--- config.mk ---
export PLATFORM = sky130hd
export DESIGN_NAME = icache_refill_ctrl
export DESIGN_NICKNAME = d
export VERILOG_FILES = /design/src/rtl/icache_refill_ctrl_pkg.sv /design/src/rtl/icache_refill_ctrl_plru_tree4.sv /design/src/rtl/icache_refill_ctrl.sv
export SDC_FILE = /design/constraint.sdc
export NUM_CORES = 1
export LEC_CHECK = 0
export BUFFER_PORTS_ARGS = -buffer_cell sky130_fd_sc_hd__buf_2
export CAP_MARGIN = 20
export CORE_MARGIN = 2
export CORE_UTILIZATION = 60
export CTS_CLUSTER_SIZE = 40
export DETAILED_ROUTE_END_ITERATION = 12
export PLACE_DENSITY = 0.91
export REMOVE_ABC_BUFFERS = 1
export SYNTH_ARGS = -nofsm -noshare
export SYNTH_HDL_FRONTEND = slang
export SYNTH_SLANG_ARGS = --single-unit
--- constraint.sdc ---
create_clock -name clk -period 6.1 [get_ports clk]
set_input_delay 1.22 -clock clk [delete_from_list [all_inputs] [get_ports clk]]
set_output_delay 1.22 -clock clk [all_outputs]
set_load 0.005 [all_outputs]
--- src/rtl/icache_refill_ctrl_pkg.sv ---
// Shared definitions for the 4-way instruction cache refill path.
package icache_refill_ctrl_pkg;

    localparam int ICACHE_WAYS = 4;
    localparam int INDEX_BITS  = 6;
    localparam int OFFSET_BITS = 5;
    localparam int WORD_BITS   = OFFSET_BITS - 2;
    localparam int LINE_WORDS  = 2 ** WORD_BITS;
    localparam int TAG_BITS    = 32 - INDEX_BITS - OFFSET_BITS;
    localparam int NUM_SETS    = 2 ** INDEX_BITS;

    typedef logic [INDEX_BITS-1:0] index_t;
    typedef logic [TAG_BITS-1:0]   tag_t;
    typedef logic [1:0]            way_t;
    typedef logic [2:0]            plru_t;
    typedef logic [WORD_BITS-1:0]  word_t;

    typedef enum logic [1:0] {IDLE, REQ, FILL, COMMIT} refill_state_t;

    // Lowest-numbered invalid way; only meaningful when at least one bit is 0.
    function automatic way_t first_free_way(input logic [ICACHE_WAYS-1:0] valid_ways);
        way_t w;
        w = '0;
        for (int i = ICACHE_WAYS - 1; i >= 0; i--) begin
            if (!valid_ways[i]) w = way_t'(i);
        end
        return w;
    endfunction

endpackage

--- src/rtl/icache_refill_ctrl_plru_tree4.sv ---
// Combinational 4-way tree-PLRU: victim lookup and touch update for one set.
module plru_tree4
    import icache_refill_ctrl_pkg::*;
(
    input  plru_t plru_in,
    input  way_t  touch_way,
    output way_t  victim,
    output plru_t plru_out
);

    always_comb begin
        victim   = {plru_in[0], (plru_in[0] ? plru_in[2] : plru_in[1])};
        plru_out = plru_in;
        plru_out[0] = ~touch_way[1];
        if (touch_way[1]) begin
            plru_out[2] = ~touch_way[0];
        end else begin
            plru_out[1] = ~touch_way[0];
        end
    end

endmodule

--- src/rtl/icache_refill_ctrl.sv ---
// Instruction-cache miss/refill sequencer; owns per-set PLRU state and
// streams one burst line from memory into the chosen victim way.
//
// state  | meaning
// IDLE   | accepting lookups; hits touch PLRU, a miss latches the request
// REQ    | burst read request presented, waiting for mem_req_ready
// FILL   | accepting read beats, one data-array word write per beat
// COMMIT | one-cycle tag/valid write and refill_done pulse
module icache_refill_ctrl
    import icache_refill_ctrl_pkg::*;
(
    input  logic                  clk,
    input  logic                  reset,
    input  logic                  lk_valid,
    output logic                  lk_ready,
    input  logic                  lk_hit,
    input  logic [1:0]            lk_hit_way,
    input  logic [ICACHE_WAYS-1:0] lk_valid_ways,
    input  logic [INDEX_BITS-1:0] lk_index,
    input  logic [TAG_BITS-1:0]   lk_tag,
    output logic                  mem_req_valid,
    input  logic                  mem_req_ready,
    output logic [31:0]           mem_req_addr,
    output logic [7:0]            mem_req_len,
    input  logic                  mem_rvalid,
    input  logic [31:0]           mem_rdata,
    input  logic                  mem_rlast,
    output logic                  mem_rready,
    output logic                  fill_we,
    output logic [1:0]            fill_way,
    output logic [INDEX_BITS-1:0] fill_index,
    output logic [WORD_BITS-1:0]  fill_word,
    output logic [31:0]           fill_data,
    output logic                  tag_we,
    output logic [1:0]            tag_way,
    output logic [INDEX_BITS-1:0] tag_index,
    output logic [TAG_BITS-1:0]   tag_value,
    output logic                  refill_done,
    output logic                  rlast_err,
    output logic                  busy
);

    refill_state_t state_q, state_d;
    word_t         beat_q, beat_d;
    index_t        idx_q, idx_d;
    tag_t          tag_q, tag_d;
    way_t          way_q, way_d;
    plru_t         plru_q [NUM_SETS];
    plru_t         plru_d [NUM_SETS];

    plru_t set_plru, hit_plru, miss_plru;
    way_t  plru_victim, miss_way, unused_miss_tree_victim;
    logic  last_beat;

    assign set_plru  = plru_q[lk_index];
    assign miss_way  = (&lk_valid_ways) ? plru_victim : first_free_way(lk_valid_ways);
    assign last_beat = (beat_q == word_t'(LINE_WORDS - 1));

    // Both trees see the same set state, so the hit tree also supplies the victim.
    plru_tree4 u_hit_tree (
        .plru_in   (set_plru),
        .touch_way (lk_hit_way),
        .victim    (plru_victim),
        .plru_out  (hit_plru)
    );

    plru_tree4 u_miss_tree (
        .plru_in   (set_plru),
        .touch_way (miss_way),
        .victim    (unused_miss_tree_victim),
        .plru_out  (miss_plru)
    );

    always_ff @(posedge clk) begin
        if (reset) begin
            state_q <= IDLE;
            beat_q  <= '0;
            idx_q   <= '0;
            tag_q   <= '0;
            way_q   <= '0;
            for (int s = 0; s < NUM_SETS; s++) plru_q[s] <= '0;
        end else begin
            state_q <= state_d;
            beat_q  <= beat_d;
            idx_q   <= idx_d;
            tag_q   <= tag_d;
            way_q   <= way_d;
            plru_q  <= plru_d;
        end
    end

    always_comb begin
        state_d = state_q;
        case (state_q)
            IDLE:    if (lk_valid && !lk_hit) state_d = REQ;
            REQ:     if (mem_req_ready) state_d = FILL;
            FILL:    if (mem_rvalid && last_beat) state_d = COMMIT;
            COMMIT:  state_d = IDLE;
            default: state_d = IDLE;
        endcase
    end

    always_comb begin
        beat_d = beat_q;
        idx_d  = idx_q;
        tag_d  = tag_q;
        way_d  = way_q;
        plru_d = plru_q;
        if (state_q == IDLE && lk_valid) begin
            if (lk_hit) begin
                plru_d[lk_index] = hit_plru;
            end else begin
                idx_d            = lk_index;
                tag_d            = lk_tag;
                way_d            = miss_way;
                plru_d[lk_index] = miss_plru;
            end
        end
        if (state_q == REQ && mem_req_ready) beat_d = '0;
        // Beat count wraps to 0 on the final beat; mem_rlast never steers it.
        if (state_q == FILL && mem_rvalid) beat_d = beat_q + 1'b1;
    end

    always_comb begin
        lk_ready      = (state_q == IDLE);
        busy          = (state_q != IDLE);
        mem_req_valid = (state_q == REQ);
        mem_req_addr  = {tag_q, idx_q, {OFFSET_BITS{1'b0}}};
        mem_req_len   = 8'(LINE_WORDS - 1);
        mem_rready    = (state_q == FILL);
        fill_we       = (state_q == FILL) && mem_rvalid;
        fill_way      = way_q;
        fill_index    = idx_q;
        fill_word     = beat_q;
        fill_data     = mem_rdata;
        rlast_err     = fill_we && (mem_rlast != last_beat);
        tag_we        = (state_q == COMMIT);
        refill_done   = (state_q == COMMIT);
        tag_way       = way_q;
        tag_index     = idx_q;
        tag_value     = tag_q;
    end

endmodule

==> metrics.txt, run 1 <==
outcome finished clean; CP startpoint kind input pin; Clock Skew 27.1 ps; vias in the first global route 9206; Final setup viols 0; Clock Tree Root clkbuf_16; Crit Path Class in -> reg; Ys Warns 0; starting density of the core 60.8%; DRT Pass-1 Iters 6; Syn-to-layout area delta 7.85%; Power Density 283 nW/um^2; first-pass GRT wire length 49.5 mm; Max Cap Viol 0; synthesized area 11300 sq um; Post-synth EDFFs 0; unrepaired setup endpoints after global routing no; synthesized instance count 1282; worst-margin pin slew 1100 ps; share of cells above drive strength 1 21.5%; Leak 0.00446 uW; fin worst setup slack 1370 ps; Setup TNS 0 ps; Max Fanout on Critical Path 53; commonest non-fill, non-tap cell in the layout dfxtp_1; die height 141 um; Req. time, crit path 6500 ps; post-cts resize count 0; Post-CTS Hold Buffers 0; DR WL/cell 20.4 um; clock sink count 226; ys async rst share 0%; global route overflow 0; Final Slew Violations 0; crit path time final 4730 ps; design area 12200 sq um; post-synthesis register bit count 226; Final nets 1362; VDD IR max 0.253 mV; DRC violations left 0; # Post-CTS Setup Buffers 0; largest net degree at the start of global routing 98; DR vias/cell 6.55; crit path DAT 5130 ps; routability cong. 0.984; Yosys cell types 63; I/O Buffers 114; Final Util 65.5%; via count 10100; initial drt markers 1403; Worst-path clk slew 60 ps; total wire length 31.3 mm; most frequent cells in the layout 226 x dfxtp_1, 201 x nand2_1, 134 x nand3b_1; post-route clock period utilization 77.6%; Fin. Hold Viols 0; Top Ports 192; predominant post-synthesis flop cell dfxtp_1; worst min-delay path class reg -> reg; Total GRT Usage 30.3%; # rows 50; CTS tree built; DIE WIDTH 141 um; post-route antenna net violation count 0; Core Region 18600 sq um; sequential share of the synthesized area 39.9%; initial antenna violation count 0; fmax 211 MHz; DP Area 11400 sq um; later-pin clock latency in the skew report 520 ps; HPWL after DPL 20.5 mm; crit end category register; pre-CTS setup slack 1160 ps; H-tree depth 1; Syn Area/Cell 8.84 sq um; Die Area 20000 sq um; CTS buffer count 24; slew margin rel. 26.3%; CTS max path bufs 3; diode count 0
[sequential cells by signal, indices dropped and copies added (netlist names)]
name / count
fill_index: 6
fill_way: 2
state_q: 2
plru_q: 192
tag_value: 21
fill_word: 3
[Yosys cell counts, types with 2 or more instances]
master / instances / area, sq um
mux4_2: 14 / 315
ha_1: 6 / 75.1
a221o_1: 4 / 40.0
and2_1: 5 / 31.3
a31oi_1: 4 / 25.0
buf_1: 9 / 33.8
a22o_1: 3 / 26.3
o21ai_2: 61 / 534
buf_2: 13 / 65.1
conb_1: 2 / 7.51
nand2b_1: 5 / 31.3
a2111oi_0: 2 / 17.5
o211ai_1: 2 / 15.0
mux2_2: 3 / 33.8
dfxtp_1: 226 / 4520
nand3b_1: 134 / 1010
o22ai_1: 7 / 43.8
a211oi_1: 3 / 22.5
nor2b_1: 7 / 43.8
o21ai_1: 5 / 25.0
o221ai_1: 2 / 17.5
clkbuf_1: 56 / 210
a221oi_1: 8 / 70.1
and3_1: 4 / 25.0
nand2_1: 201 / 754
buf_6: 15 / 169
nand3_1: 80 / 400
buf_4: 88 / 661
a21oi_1: 107 / 536
o21ai_0: 9 / 45.0
nor2_1: 28 / 105
mux2i_1: 39 / 390
or2_1: 2 / 12.5
o22a_1: 2 / 17.5
o31ai_1: 64 / 480
mux2_1: 4 / 45.0
or3b_2: 3 / 26.3
a22oi_1: 18 / 135
nor3_1: 4 / 20.0
inv_1: 10 / 37.5
[critical path, stage by stage]
cell	delay (ps)
buf_4	580
inv_1	420
a221o_1	360
a21oi_1	190
o221ai_1	200
nor4_1	650
nor2_1	230
a311oi_4	830
buf_4	310
o21ai_1	90
[cell families after synthesis]
group / Yosys count / synth area share (%)
AO/OA/AOI/OAI: 311 / 19.3
XOR/XNOR: 2 / 0.221
buffers and inverters: 192 / 10.4
other: 2 / 0.0663
adder cells (fa/ha/maj): 6 / 0.663
AND/OR/NAND/NOR: 483 / 22.5
multiplexers: 60 / 6.93
flip-flops: 226 / 39.9
[area by class of cell]
type | count | area, sq um
fill | 1472 | 6430
multi-input combinational | 875 | 5670
sequential | 226 | 4520
timing repair buffer | 146 | 893
clock buffer | 34 | 729
tap | 234 | 293
clock inverter | 10 | 62.6
inverter | 11 | 41.3
[through the flow]
stage          hold WS [ps]  instances  total power [uW]
2_1_floorplan           421       1112              1800
3_3_place_gp            439       1490              2010
3_5_place_dp            446       1490              2030
4_1_cts                 455       1534              3440
5_1_grt                 474       1536              3560
6_report                453       1536              3460
[final timing paths]
check | from | to | slack [ps] | cells past startpoint
max | lk_index[2] | plru_q[164] | 1370 | 10
max reg2reg | plru_q[147] | plru_q[164] | 2560 | 9
min reg2reg | plru_q[120] | plru_q[120] | 450 | 2
min | plru_q[120] | plru_q[120] | 450 | 2
[where the power goes]
group	switching (uW)	internal (uW)	total, uW
combinational	308	173	481
clock	606	835	1440
sequential	26.9	1510	1540
[per-layer routing]
metal / track usage [%] / share of wire (%)
met1: 41.0 / 39
met2: 48.0 / 47
met3: 7.42 / 11
met4: 9.42 / 3.4
met5: 2.76 / 0
(Power assumes the default switching activity.)
==> run 2: changes to the inputs <==
--- a/config.mk
+++ b/config.mk
@@ -8,10 +8,10 @@
 export BUFFER_PORTS_ARGS = -buffer_cell sky130_fd_sc_hd__buf_2
 export CAP_MARGIN = 20
 export CORE_MARGIN = 2
-export CORE_UTILIZATION = 60
+export CORE_UTILIZATION = 51
 export CTS_CLUSTER_SIZE = 40
 export DETAILED_ROUTE_END_ITERATION = 12
-export PLACE_DENSITY = 0.91
+export PLACE_DENSITY = 0.83
 export REMOVE_ABC_BUFFERS = 1
 export SYNTH_ARGS = -nofsm -noshare
 export SYNTH_HDL_FRONTEND = slang
==> constraint.sdc (replaced) <==
create_clock -name clk -period 4.1 [get_ports clk]
set_input_delay 0.82 -clock clk [delete_from_list [all_inputs] [get_ports clk]]
set_output_delay 0.82 -clock clk [all_outputs]
set_load 0.005 [all_outputs]
==> run 2 against run 1 <==
Against the previous run:
- sequential share of layout area decreased by 0.59 points
- global-route usage decreased by 4.1 points
- non-clock buffer count rose by 11
- first-iteration DRC count shrank 12%
- critical endpoint is now plru_q[101]
- via count decreased by 2.5%
- combinational power is 48% higher
- highest routed layer unchanged
- sequential cell count did not move
- register-to-register slack got worse by 1300 ps
- utilization decreased by 8.6 points
- sequential power rose by 49%
- clock-buffer cell count is the same
==> metrics.txt, run 2 (synthesized netlist as in run 1, its figures left out) <==
DR WL/cell 20.0 um (was 20.4 um); DRC violations left 0 (unchanged); routability cong. 1.00 (was 0.984); starting density of the core 51.9% (was 60.8%); Final Slew Violations 0 (unchanged); Clock Skew 14.3 ps (was 27.1 ps); DR vias/cell 6.17 (was 6.55); initial drt markers 1240 (was 1403); total wire length 31.8 mm (was 31.3 mm); CTS buffer count 24 (unchanged); DRT Pass-1 Iters 6 (unchanged); HPWL after DPL 21.0 mm (was 20.5 mm); post-route antenna net violation count 0 (unchanged); RR Endpoint plru_q[82] (was plru_q[164]); Final Power 5240 uW (was 3460 uW); r2r setup slk 1240 ps (was 2560 ps); Post-CTS Hold Buffers 0 (unchanged); H-tree depth 1 (unchanged); crit path time final 3380 ps; multi-input logic area 5670 sq um (unchanged); crit end category register (unchanged); CP startpoint kind input pin (unchanged); vias in the first global route 9240 (was 9206); Hold Crit Start plru_q[132] (was plru_q[120]); FF-to-FF path depth 9 (unchanged); later-pin clock latency in the skew report 520 ps (about the same); initial antenna violation count 0 (unchanged); outcome finished clean (unchanged); Final nets 1373 (was 1362); CTS tree built (unchanged); worst-margin pin slew 1060 ps (was 1100 ps); Seq. cell area 4520 sq um (unchanged); Max Fanout on Critical Path 33 (was 53); largest net degree at the start of global routing 84 (was 98); global route overflow 0 (unchanged); unrepaired setup endpoints after global routing no (unchanged); first-pass GRT wire length 50.7 mm (was 49.5 mm); Worst Setup SP lk_index[2] (unchanged); Power Density 422 nW/um^2 (was 283 nW/um^2); Clock Tree Root clkbuf_16 (unchanged); via count 9812 (was 10100); share of cells above drive strength 1 22.0% (was 21.5%); Req. time, crit path 4540 ps (was 6500 ps); Worst-path clk slew 60 ps (about the same); Max Cap Viol 0 (unchanged); slew margin rel. 29.3% (was 26.3%); post-cts resize count 0 (unchanged); Largest register FFs 192 (unchanged); die height 153 um (was 141 um); Leak 0.00454 uW (was 0.00446 uW); register bank with the most flops plru_q (unchanged); Total GRT Usage 26.2% (was 30.3%); R2R Path Start plru_q[147] (unchanged); Syn-to-layout area delta 9.61% (was 7.85%); Crit Path Class in -> reg (unchanged); most frequent cells in the layout 226 x dfxtp_1, 201 x nand2_1, 134 x nand3b_1 (unchanged); CTS max path bufs 3 (unchanged); post-route clock period utilization 82.3%; DIE WIDTH 153 um (was 141 um); Layout fillers 1854 (was 1472); Die Area 23400 sq um (was 20000 sq um); Top Ports 192 (unchanged); Fin. Hold Viols 0 (unchanged); clock sink count 226 (unchanged); commonest non-fill, non-tap cell in the layout dfxtp_1 (unchanged); diode count 0 (unchanged); Final setup viols 0 (unchanged); Setup TNS 0 ps (unchanged); I/O Buffers 114 (unchanged); Core Region 21800 sq um (was 18600 sq um); worst min-delay path class reg -> reg (unchanged); crit path DAT 3820 ps (was 5130 ps); fmax 296 MHz; VDD IR max 0.299 mV (was 0.253 mV); CP endpoint plru_q[101] (was plru_q[164]); # rows 54 (was 50); # Post-CTS Setup Buffers 0 (unchanged)
[run 2: worst min-delay path by stage]
| stage | to | cells past startpoint |
|---|---|---|
| 2_1_floorplan | plru_q[15] | 2 |
| 3_3_place_gp | plru_q[105] | 2 |
| 3_5_place_dp | plru_q[132] | 2 |
| 4_1_cts | plru_q[132] | 2 |
| 5_1_grt | plru_q[39] | 2 |
| 6_report | plru_q[132] | 2 |
[run 2: routing by layer]
layer	up-vias	GRT usage, %	share of wire, %
li1	4529	-	-
met1	4693	36.0	41
met2	505	41.2	46
met3	85	5.78	9.6
met4	0	8.07	2.9
met5	-	1.24	0
[run 2: stage by stage]
| stage | hold slack [ps] | std cells | worst slack (ps) | utilization, % | instance area (sq um) |
|---|---|---|---|---|---|
| 6_report | 452 | 1591 | 724 | 56.9 | 12400 |
| 5_1_grt | 472 | 1591 | 632 | 56.9 | 12400 |
| 4_1_cts | 451 | 1591 | 789 | 56.9 | 12400 |
| 3_5_place_dp | 444 | 1549 | 280 | 53.1 | 11600 |
| 3_3_place_gp | 439 | 1549 | 379 | 53.1 | 11600 |
| 2_1_floorplan | 421 | 1112 | -1110 | - | 10200 |
[run 2: critical path, stage by stage]
cell,delay [ps]
buf_4,200
inv_1,470
a21oi_1,150
mux4_2,520
o22ai_1,170
and4bb_4,280
a2111oi_1,660
a311oi_4,110
buf_12,220
o21ai_2,160
[run 2: layout make-up]
type                       instances  area share [%]
sequential                       226            36.4
timing repair buffer             157            8.07
clock buffer                      34            5.88
clock inverter                     8           0.766
inverter                          11           0.333
tap                              280            2.82
multi-input combinational        875            45.7
[run 2: report_power, final]
part	switching, uW	internal, uW	leakage, uW
combinational	460	253	0.00231
clock	885	1360	0.000405
sequential	38.9	2250	0.00182
